$ cat src/rtl/aes_pkg.sv
// Shared definitions for the AES-128 input stage.
// Holds the block-size constants, the loader state encoding and a helper
// that sizes the byte counter for a given block width.
package aes_pkg;

   localparam int AES_BLOCK_W     = 128;
   localparam int AES_BLOCK_BYTES = AES_BLOCK_W / 8;

   typedef enum logic [1:0] {
      LOAD_KEY = 2'd0,
      LOAD_PT  = 2'd1,
      PRESENT  = 2'd2
   } loader_state_t;

   // A one-byte block would give a zero-width counter; keep at least one bit.
   function automatic int cnt_width(input int block_w);
      int bytes;
      bytes = block_w / 8;
      return (bytes > 1) ? $clog2(bytes) : 1;
   endfunction

   localparam int AES_CNT_W = cnt_width(AES_BLOCK_W);

endpackage

$ cat src/rtl/aes_byte_shifter.sv
// Byte-wide shift register used to assemble a key or a plaintext block.
// Each enabled cycle shifts the register left by one byte and inserts
// byte_in at the least-significant byte, so the first byte of a block ends
// up in the most-significant byte once BLOCK_W/8 bytes have been shifted in.
// Ports:
//   clk      - clock, rising edge
//   rst      - synchronous active-high reset, clears the register
//   shift_en - shift one byte in this cycle
//   byte_in  - byte to insert at the low end
//   data_out - current register contents
module aes_byte_shifter
   import aes_pkg::*;
#(
   parameter int BLOCK_W = AES_BLOCK_W
) (
   input  logic               clk,
   input  logic               rst,
   input  logic               shift_en,
   input  logic [7:0]         byte_in,
   output logic [BLOCK_W-1:0] data_out
);

   localparam int NBYTES = BLOCK_W / 8;

   logic [BLOCK_W-1:0] data_reg;
   logic [BLOCK_W-1:0] data_next;

   // Every byte lane takes the lane below it; lane 0 takes the new byte.
   genvar gi;
   generate
      for (gi = 0; gi < NBYTES; gi++) begin : g_lane
         if (gi == 0) begin : g_first
            assign data_next[7:0] = byte_in;
         end else begin : g_rest
            assign data_next[gi*8 +: 8] = data_reg[(gi-1)*8 +: 8];
         end
      end
   endgenerate

   always_ff @(posedge clk) begin
      if (rst) begin
         data_reg <= '0;
      end else if (shift_en) begin
         data_reg <= data_next;
      end
   end

   assign data_out = data_reg;

endmodule

$ cat src/rtl/aes_block_loader.sv
// Input stage for the AES-128 core: collects a key and a plaintext from a
// byte stream (valid/ready) and presents the pair over out_valid/out_ready.
// The key may be kept for the next block so only plaintext is re-sent.
// Ports:
//   clk, rst              - clock and synchronous active-high reset
//   in_data/in_valid/in_ready - byte stream handshake
//   flush                 - abort the current assembly, restart at key byte 0
//   keep_key              - sampled at the output handshake; reuse the key
//   key_out/plaintext_out - assembled pair
//   out_valid/out_ready   - output handshake
//   loading_key           - high while the key is being collected
module aes_block_loader
   import aes_pkg::*;
#(
   parameter int BLOCK_W     = AES_BLOCK_W,
   parameter bit KEEP_KEY_EN = 1'b1
) (
   input  logic               clk,
   input  logic               rst,
   input  logic [7:0]         in_data,
   input  logic               in_valid,
   output logic               in_ready,
   input  logic               flush,
   input  logic               keep_key,
   output logic [BLOCK_W-1:0] key_out,
   output logic [BLOCK_W-1:0] plaintext_out,
   output logic               out_valid,
   input  logic               out_ready,
   output logic               loading_key
);

   localparam int NBYTES = BLOCK_W / 8;
   localparam int CNT_W  = cnt_width(BLOCK_W);

   loader_state_t    state_reg, state_next;
   logic [CNT_W-1:0] cnt_reg, cnt_next;
   logic             out_valid_reg, out_valid_next;
   logic             key_shift, pt_shift;
   logic             accept;
   logic             last_byte;

   // flush and rst both block acceptance so a byte offered in that cycle is
   // unambiguously dropped rather than half-counted.
   assign in_ready  = ((state_reg == LOAD_KEY) || (state_reg == LOAD_PT)) && !rst && !flush;
   assign accept    = in_valid && in_ready;
   assign last_byte = (cnt_reg == CNT_W'(NBYTES - 1));

   always_ff @(posedge clk) begin
      if (rst) begin
         state_reg     <= LOAD_KEY;
         cnt_reg       <= '0;
         out_valid_reg <= 1'b0;
      end else begin
         state_reg     <= state_next;
         cnt_reg       <= cnt_next;
         out_valid_reg <= out_valid_next;
      end
   end

   always_comb begin
      state_next     = state_reg;
      cnt_next       = cnt_reg;
      out_valid_next = out_valid_reg;
      key_shift      = 1'b0;
      pt_shift       = 1'b0;
      if (flush) begin
         state_next     = LOAD_KEY;
         cnt_next       = '0;
         out_valid_next = 1'b0;
      end else begin
         case (state_reg)
            LOAD_KEY: begin
               if (accept) begin
                  key_shift = 1'b1;
                  if (last_byte) begin
                     cnt_next   = '0;
                     state_next = LOAD_PT;
                  end else begin
                     cnt_next = cnt_reg + CNT_W'(1);
                  end
               end
            end
            LOAD_PT: begin
               if (accept) begin
                  pt_shift = 1'b1;
                  if (last_byte) begin
                     cnt_next       = '0;
                     state_next     = PRESENT;
                     out_valid_next = 1'b1;
                  end else begin
                     cnt_next = cnt_reg + CNT_W'(1);
                  end
               end
            end
            PRESENT: begin
               if (out_valid_reg && out_ready) begin
                  out_valid_next = 1'b0;
                  state_next     = (KEEP_KEY_EN && keep_key) ? LOAD_PT : LOAD_KEY;
               end
            end
            default: begin
               state_next = LOAD_KEY;
               cnt_next   = '0;
            end
         endcase
      end
   end

   aes_byte_shifter #(.BLOCK_W(BLOCK_W)) u_key_shifter (
      .clk      (clk),
      .rst      (rst),
      .shift_en (key_shift),
      .byte_in  (in_data),
      .data_out (key_out)
   );

   aes_byte_shifter #(.BLOCK_W(BLOCK_W)) u_pt_shifter (
      .clk      (clk),
      .rst      (rst),
      .shift_en (pt_shift),
      .byte_in  (in_data),
      .data_out (plaintext_out)
   );

   assign out_valid   = out_valid_reg;
   assign loading_key = (state_reg == LOAD_KEY);

endmodule

$ cat config.mk
export PLATFORM = sky130hd
export DESIGN_NAME = aes_block_loader
export DESIGN_NICKNAME = d
export VERILOG_FILES = /design/src/rtl/aes_pkg.sv /design/src/rtl/aes_byte_shifter.sv /design/src/rtl/aes_block_loader.sv
export SDC_FILE = /design/constraint.sdc
export NUM_CORES = 1
export LEC_CHECK = 0
export CAP_MARGIN = 20
export CORE_MARGIN = 2
export CORE_UTILIZATION = 48
export DETAILED_ROUTE_END_ITERATION = 16
export PLACE_DENSITY = 0.9
export SLEW_MARGIN = 30
export SYNTH_ARGS = -nofsm -noshare
export SYNTH_HDL_FRONTEND = slang
export SYNTH_HIERARCHICAL = 1
export SYNTH_SLANG_ARGS = --single-unit
$ cat constraint.sdc
create_clock -name clk -period 1.7 [get_ports clk]
set_input_delay 0.34 -clock clk [delete_from_list [all_inputs] [get_ports clk]]
set_output_delay 0.34 -clock clk [all_outputs]
set_load 0.02 [all_outputs]
Word-level counts from Yosys, hierarchy flattened
Index checks and enable logic that the tools add are counted.
{"block": "totals", "reg_bits": 263, "out_inout_bits": 259, "input_bits": 14}
{"block": "classes", "add_sub_neg": 1, "n_reduce_logical": 14, "n_mux": 19, "bitwise_logic": 1, "eq_ne": 9}
{"op": "$mux 2", "n": 5}
{"op": "$mux 1", "n": 9}
{"op": "$mux 4", "n": 2}
{"op": "$pmux 4 s2", "n": 1}
{"op": "$ne 2x1->1 const B", "n": 3}
{"op": "$ne 2x2->1 const B", "n": 3}
{"op": "$pmux 2 s3", "n": 1}
{"op": "$reduce_and 5->1", "n": 1}
{"op": "$add 4x1->4 const B", "n": 1}
{"op": "$eq 4x4->1 const B", "n": 1}
{"op": "$logic_and 1x1->1", "n": 4}
{"op": "$reduce_and 4->1", "n": 1}
{"op": "$reduce_or 2->1", "n": 2}
{"op": "$eq 2x1->1 const B", "n": 1}
{"op": "$eq 2x2->1 const B", "n": 1}
{"op": "$logic_not 1->1", "n": 2}
{"op": "$logic_not 2->1", "n": 1}
{"op": "$pmux 1 s2", "n": 1}
{"op": "$reduce_and 2->1", "n": 1}
{"op": "$reduce_bool 2->1", "n": 1}
{"op": "$logic_or 1x1->1", "n": 1}
{"op": "$not 1->1", "n": 1}

Logic depth before layout (Yosys ltp)
{"block": "logic_depth", "word_depth": 8, "mapped_depth": 8, "ltp_nobuf": 5}

Modules after synthesis
The synthesis kept the hierarchy.
{"module": "aes_byte_shifter", "area_per_inst_um2": 4652.0, "cells_each": 412, "seq_area_each_um2": 2562.5, "n_inst": 2}
{"module": "aes_block_loader", "area_per_inst_um2": 404.1, "cells_each": 51, "seq_area_each_um2": 140.1, "n_inst": 1}

Worst setup path before layout
OpenSTA, ideal clock, no wires.
{"block": "synth_timing", "path_kind": "register to register", "startpoint": "register state_reg[1]", "endpoint": "register u_key_shifter.data_reg[100] (netlist: u_key_shifter/data_out[100])", "setup_ns": 0.128, "t_arrival_ns": 1.427, "synth_period_minus_slack_ns": 1.555, "stages_incl_launch_ff": 9, "path_slack_ns": 0.145, "cell_sequence": "dfxtp_1 -> buf_6 -> nor2b_1 -> nand2_1 -> nor2_1 -> buf_12 -> buf_12 -> mux2i_1 -> nor2_1"}
{"block": "synth_via", "elab_chain_len": 8}
{"element": "start: declaration", "line": "aes_block_loader.sv:35", "text": "loader_state_t state_reg, state_next;"}
{"element": "start signal: assignment", "line": "aes_block_loader.sv:54", "text": "state_reg <= state_next;"}
{"element": "$eq 2x1->1 / $logic_not 2->1 (equally long branches)", "line": "aes_block_loader.sv:44, aes_block_loader.sv:71"}
{"element": "$logic_or 1x1->1", "line": "aes_block_loader.sv:44", "text": "assign in_ready = ((state_reg == LOAD_KEY) || (state_reg == LOAD_PT)) && !rst && !flush;"}
{"element": "$logic_and 1x1->1 (2 in series)", "line": "aes_block_loader.sv:44"}
{"element": "$logic_and 1x1->1", "line": "aes_block_loader.sv:45", "text": "assign accept = in_valid && in_ready;"}
{"element": "$mux 1", "line": "aes_block_loader.sv:73", "text": "if (accept) begin"}
{"element": "$mux 1 *", "line": "aes_block_loader.sv:71", "text": "case (state_reg)"}
{"element": "$mux 1 *", "line": "aes_block_loader.sv:66", "text": "if (flush) begin"}
{"element": "via key_shift", "line": "aes_block_loader.sv:38", "text": "logic key_shift, pt_shift;"}
{"element": "end signal: assignment", "line": "aes_byte_shifter.sv:44", "text": "data_reg <= data_next;"}
{"element": "end: declaration", "line": "aes_byte_shifter.sv:25", "text": "logic [BLOCK_W-1:0] data_reg;"}
The timed path passes the listed nets; every way through them passes the cells marked *.
A chain may end at the register's enable or synchronous reset.

Worst setup path after layout
{"block": "layout_timing", "startpoint": "register state_reg[0]", "endpoint": "register u_pt_shifter.data_reg[61] (netlist: u_pt_shifter/data_out[61])"}
{"block": "layout_via", "elab_chain_len": 8}
{"element": "$eq 2x1->1 / $logic_not 2->1 (equally long branches)", "line": "aes_block_loader.sv:44, aes_block_loader.sv:71"}
{"element": "$logic_or 1x1->1", "line": "aes_block_loader.sv:44"}
{"element": "$logic_and 1x1->1 (2 in series)", "line": "aes_block_loader.sv:44"}
{"element": "$logic_and 1x1->1", "line": "aes_block_loader.sv:45"}
{"element": "$mux 1", "line": "aes_block_loader.sv:84", "text": "if (accept) begin"}
{"element": "$mux 1 *", "line": "aes_block_loader.sv:71"}
{"element": "$mux 1 *", "line": "aes_block_loader.sv:66"}
{"element": "via pt_shift", "line": "aes_block_loader.sv:38"}
{"element": "end signal: assignment", "line": "aes_byte_shifter.sv:44"}
{"element": "end: declaration", "line": "aes_byte_shifter.sv:25"}
Marked as above.

==> metrics.txt <==
layout cells sized above 1=0.0749; Max Buffers Root-to-Sink=3; Global Route Usage Sum=0.219; Final Cycle Share=0.989; initial DRC count=307; Cell Pwr Density=957 nW/um^2; commonest non-fill, non-tap cells in the layout=dfxtp_1 (262), nor2_1 (261), dlygate4sd2_1 (255); skew final=0.00817 ns; Nets=1171; HP Class=in2reg; Critical Path Sink=u_pt_shifter/data_out[61]$_SDFFE_PP0P_; initial antenna violation count=0; Clock Latency Late Sink=0.52 ns; placed cells=1392; status=finished clean; Yosys warning count=6; CTS buffer count=28; endpoints failing setup=0; gpl congestion=0.785; Critical Path RT=2.06 ns; Die Span Y=146 um; FF-to-FF End=u_pt_shifter/data_out[61]$_SDFFE_PP0P_; maximum clock rate=595 MHz; worst setup path start=state_reg[0]$_SDFFE_PP0P_; area of the die=21400 sq um; routed vias=7282; CTS tree=yes; Clock Sinks=263; Synth Register Bits=263; H-tree Lvls=1; largest net degree at the start of global routing=111; startpoint types=flip-flop; Worst-path clk slew=0.06 ns; Hold Vio Cnt, Final=0; Maximum Capacitance Violations=0; final std cells w/o fill=1445; Yosys top cell area share=0.542; syn_area_per_cell=11.1 sq um; total gr overflow=0; synthesized instance count=875; Worst Max-Slew Pin Slew=0.973 ns; cell count of the worst reg-to-reg path=5; leakage power=5.93 nW; DRT Wirelength=25000 um; vias per cell=5.04; max_slew headroom=0.351; CTS Hold Bufs=0; DRC=0; most area-consuming cells after synthesis=dfxtp_1 (54%), mux2i_1 (26%), nor2_1 (10%), buf_12 (5.4%), clkbuf_1 (0.85%); commonest non-fill, non-tap cell in the layout=dfxtp_1; DRT antenna net count=0; first-pass GRT wire length=38500 um; fill count=1638; r2r setup slk=0.02 ns; reg-to-reg startpoint=state_reg[0]$_SDFFE_PP0P_; RSZ-0062 raised after global routing=true; First-pass DRT Iterations=5; WS Path Type=reg2reg; sequential fraction of the synthesis area=0.542; Initial Util=0.484; Arrival @ worst endpoint=2.04 ns; num ports=273; Core Area=20000 sq um; Max VDD drop=0.765 mV; Yosys top cell by area=dfxtp_1; Area growth syn-to-layout=35.8%; Die X=146 um; minimum clock period=1.68 ns; # port buffers=272; Yosys cell types=27; DPL Wire Length=17100 um; Max FO, Critical Path=15; # rows=52; vias in the first global route=7200; setup TNS=0 ns; Worst Setup End Kind=flip-flop; mapped cell area=9710 sq um; # diodes=0; fin. max-slew vios=0; Root Driver=clkbuf_16; syn_nets=890; final core utilization=0.658; Avg WL per Cell=17.3 um
==> cell usage after synthesis (all sizes together) <==
cell,n
and4,1
nand3b,1
nand2,6
dfxtp,263
and4b,1
nor2,262
o21ai,2
a21oi,6
inv,2
clkbuf,23
or2,1
and3,1
o31ai,1
mux2i,256
nand3,4
xor2,1
o2111ai,1
buf,36
a22oi,1
or4b,1
o41ai,1
nor2b,2
ha,1
nand4b,1
==> where the power goes <==
group	switching, mW	internal, mW
combinational	0.204	0.142
sequential	0.00936	6.17
clock	2.38	3.71
==> worst min-delay path by stage <==
stage / end / slack [ns] / start / cells after the start
6_report: state_reg[1]$_SDFFE_PP0P_ / 0.26 / rst / 4
5_1_grt: state_reg[1]$_SDFFE_PP0P_ / 0.25 / rst / 4
4_1_cts: cnt_reg[2]$_SDFFE_PP0P_ / 0.25 / rst / 4
3_5_place_dp: cnt_reg[3]$_SDFFE_PP0P_ / 0.46 / cnt_reg[3]$_SDFFE_PP0P_ / 1
3_3_place_gp: cnt_reg[3]$_SDFFE_PP0P_ / 0.45 / cnt_reg[3]$_SDFFE_PP0P_ / 1
2_1_floorplan: cnt_reg[3]$_SDFFE_PP0P_ / 0.43 / cnt_reg[3]$_SDFFE_PP0P_ / 1
==> what timing repair did <==
action | CTS | global route
resized for setup | 269 | 7
setup buffers | 0 | 3
setup endpoints to repair | 262 | 136
endpoints found under the hold margin | 0 | 0
pin swaps | 0 | 1
cloned | 0 | 1
==> metal layers <==
layer	vias to the layer above	track usage	part of all wire
met1	3487	0.257	0.40
met5	-	0	0
li1	3483	-	-
met4	0	0.0908	0.038
met3	66	0.0491	0.060
met2	246	0.386	0.50
==> cells by family after synthesis <==
| kind of cell | share of synthesized area |
|---|---|
| AND/OR/NAND/NOR | 0.113 |
| adder cells (fa/ha/maj) | 0.00129 |
| buffers and inverters | 0.0711 |
| flip-flops | 0.542 |
| multiplexers | 0.264 |
| AO/OA/AOI/OAI | 0.00748 |
| XOR/XNOR | 0.000902 |
==> critical path, stage by stage (launching register included) <==
cell	delay (ns)
dfxtp_1	0.35
buf_4	0.17
and3_4	0.35
buf_12	0.21
mux2i_1	0.30
nor2_1	0.11
==> through the flow <==
stage | power, mW | worst slack (ns) | hold slack (ns) | instance area (sq um)
finish | 12.6 | 0.0191 | 0.256 | 13200
global route | 13.0 | -0.0291 | 0.249 | 13200
CTS | 12.7 | 0.00390 | 0.251 | 13100
detailed placement | 6.66 | -0.479 | 0.456 | 12500
global placement | 6.66 | -0.375 | 0.452 | 12500
floorplan | 6.57 | 0.145 | 0.434 | 9710
==> area by class of cell <==
| class | instances | area, sq um | area share |
|---|---|---|---|
| clock buffers | 42 | 805 | 0.0610 |
| clock inverters | 7 | 119 | 0.00902 |
| inverters | 2 | 7.51 | 0.000569 |
| multi-input cells | 551 | 3790 | 0.287 |
| flip-flops and latches | 263 | 5270 | 0.399 |
| well taps | 270 | 338 | 0.0256 |
| repair buffers | 310 | 2860 | 0.217 |
Power figures use the tool's default switching activity.
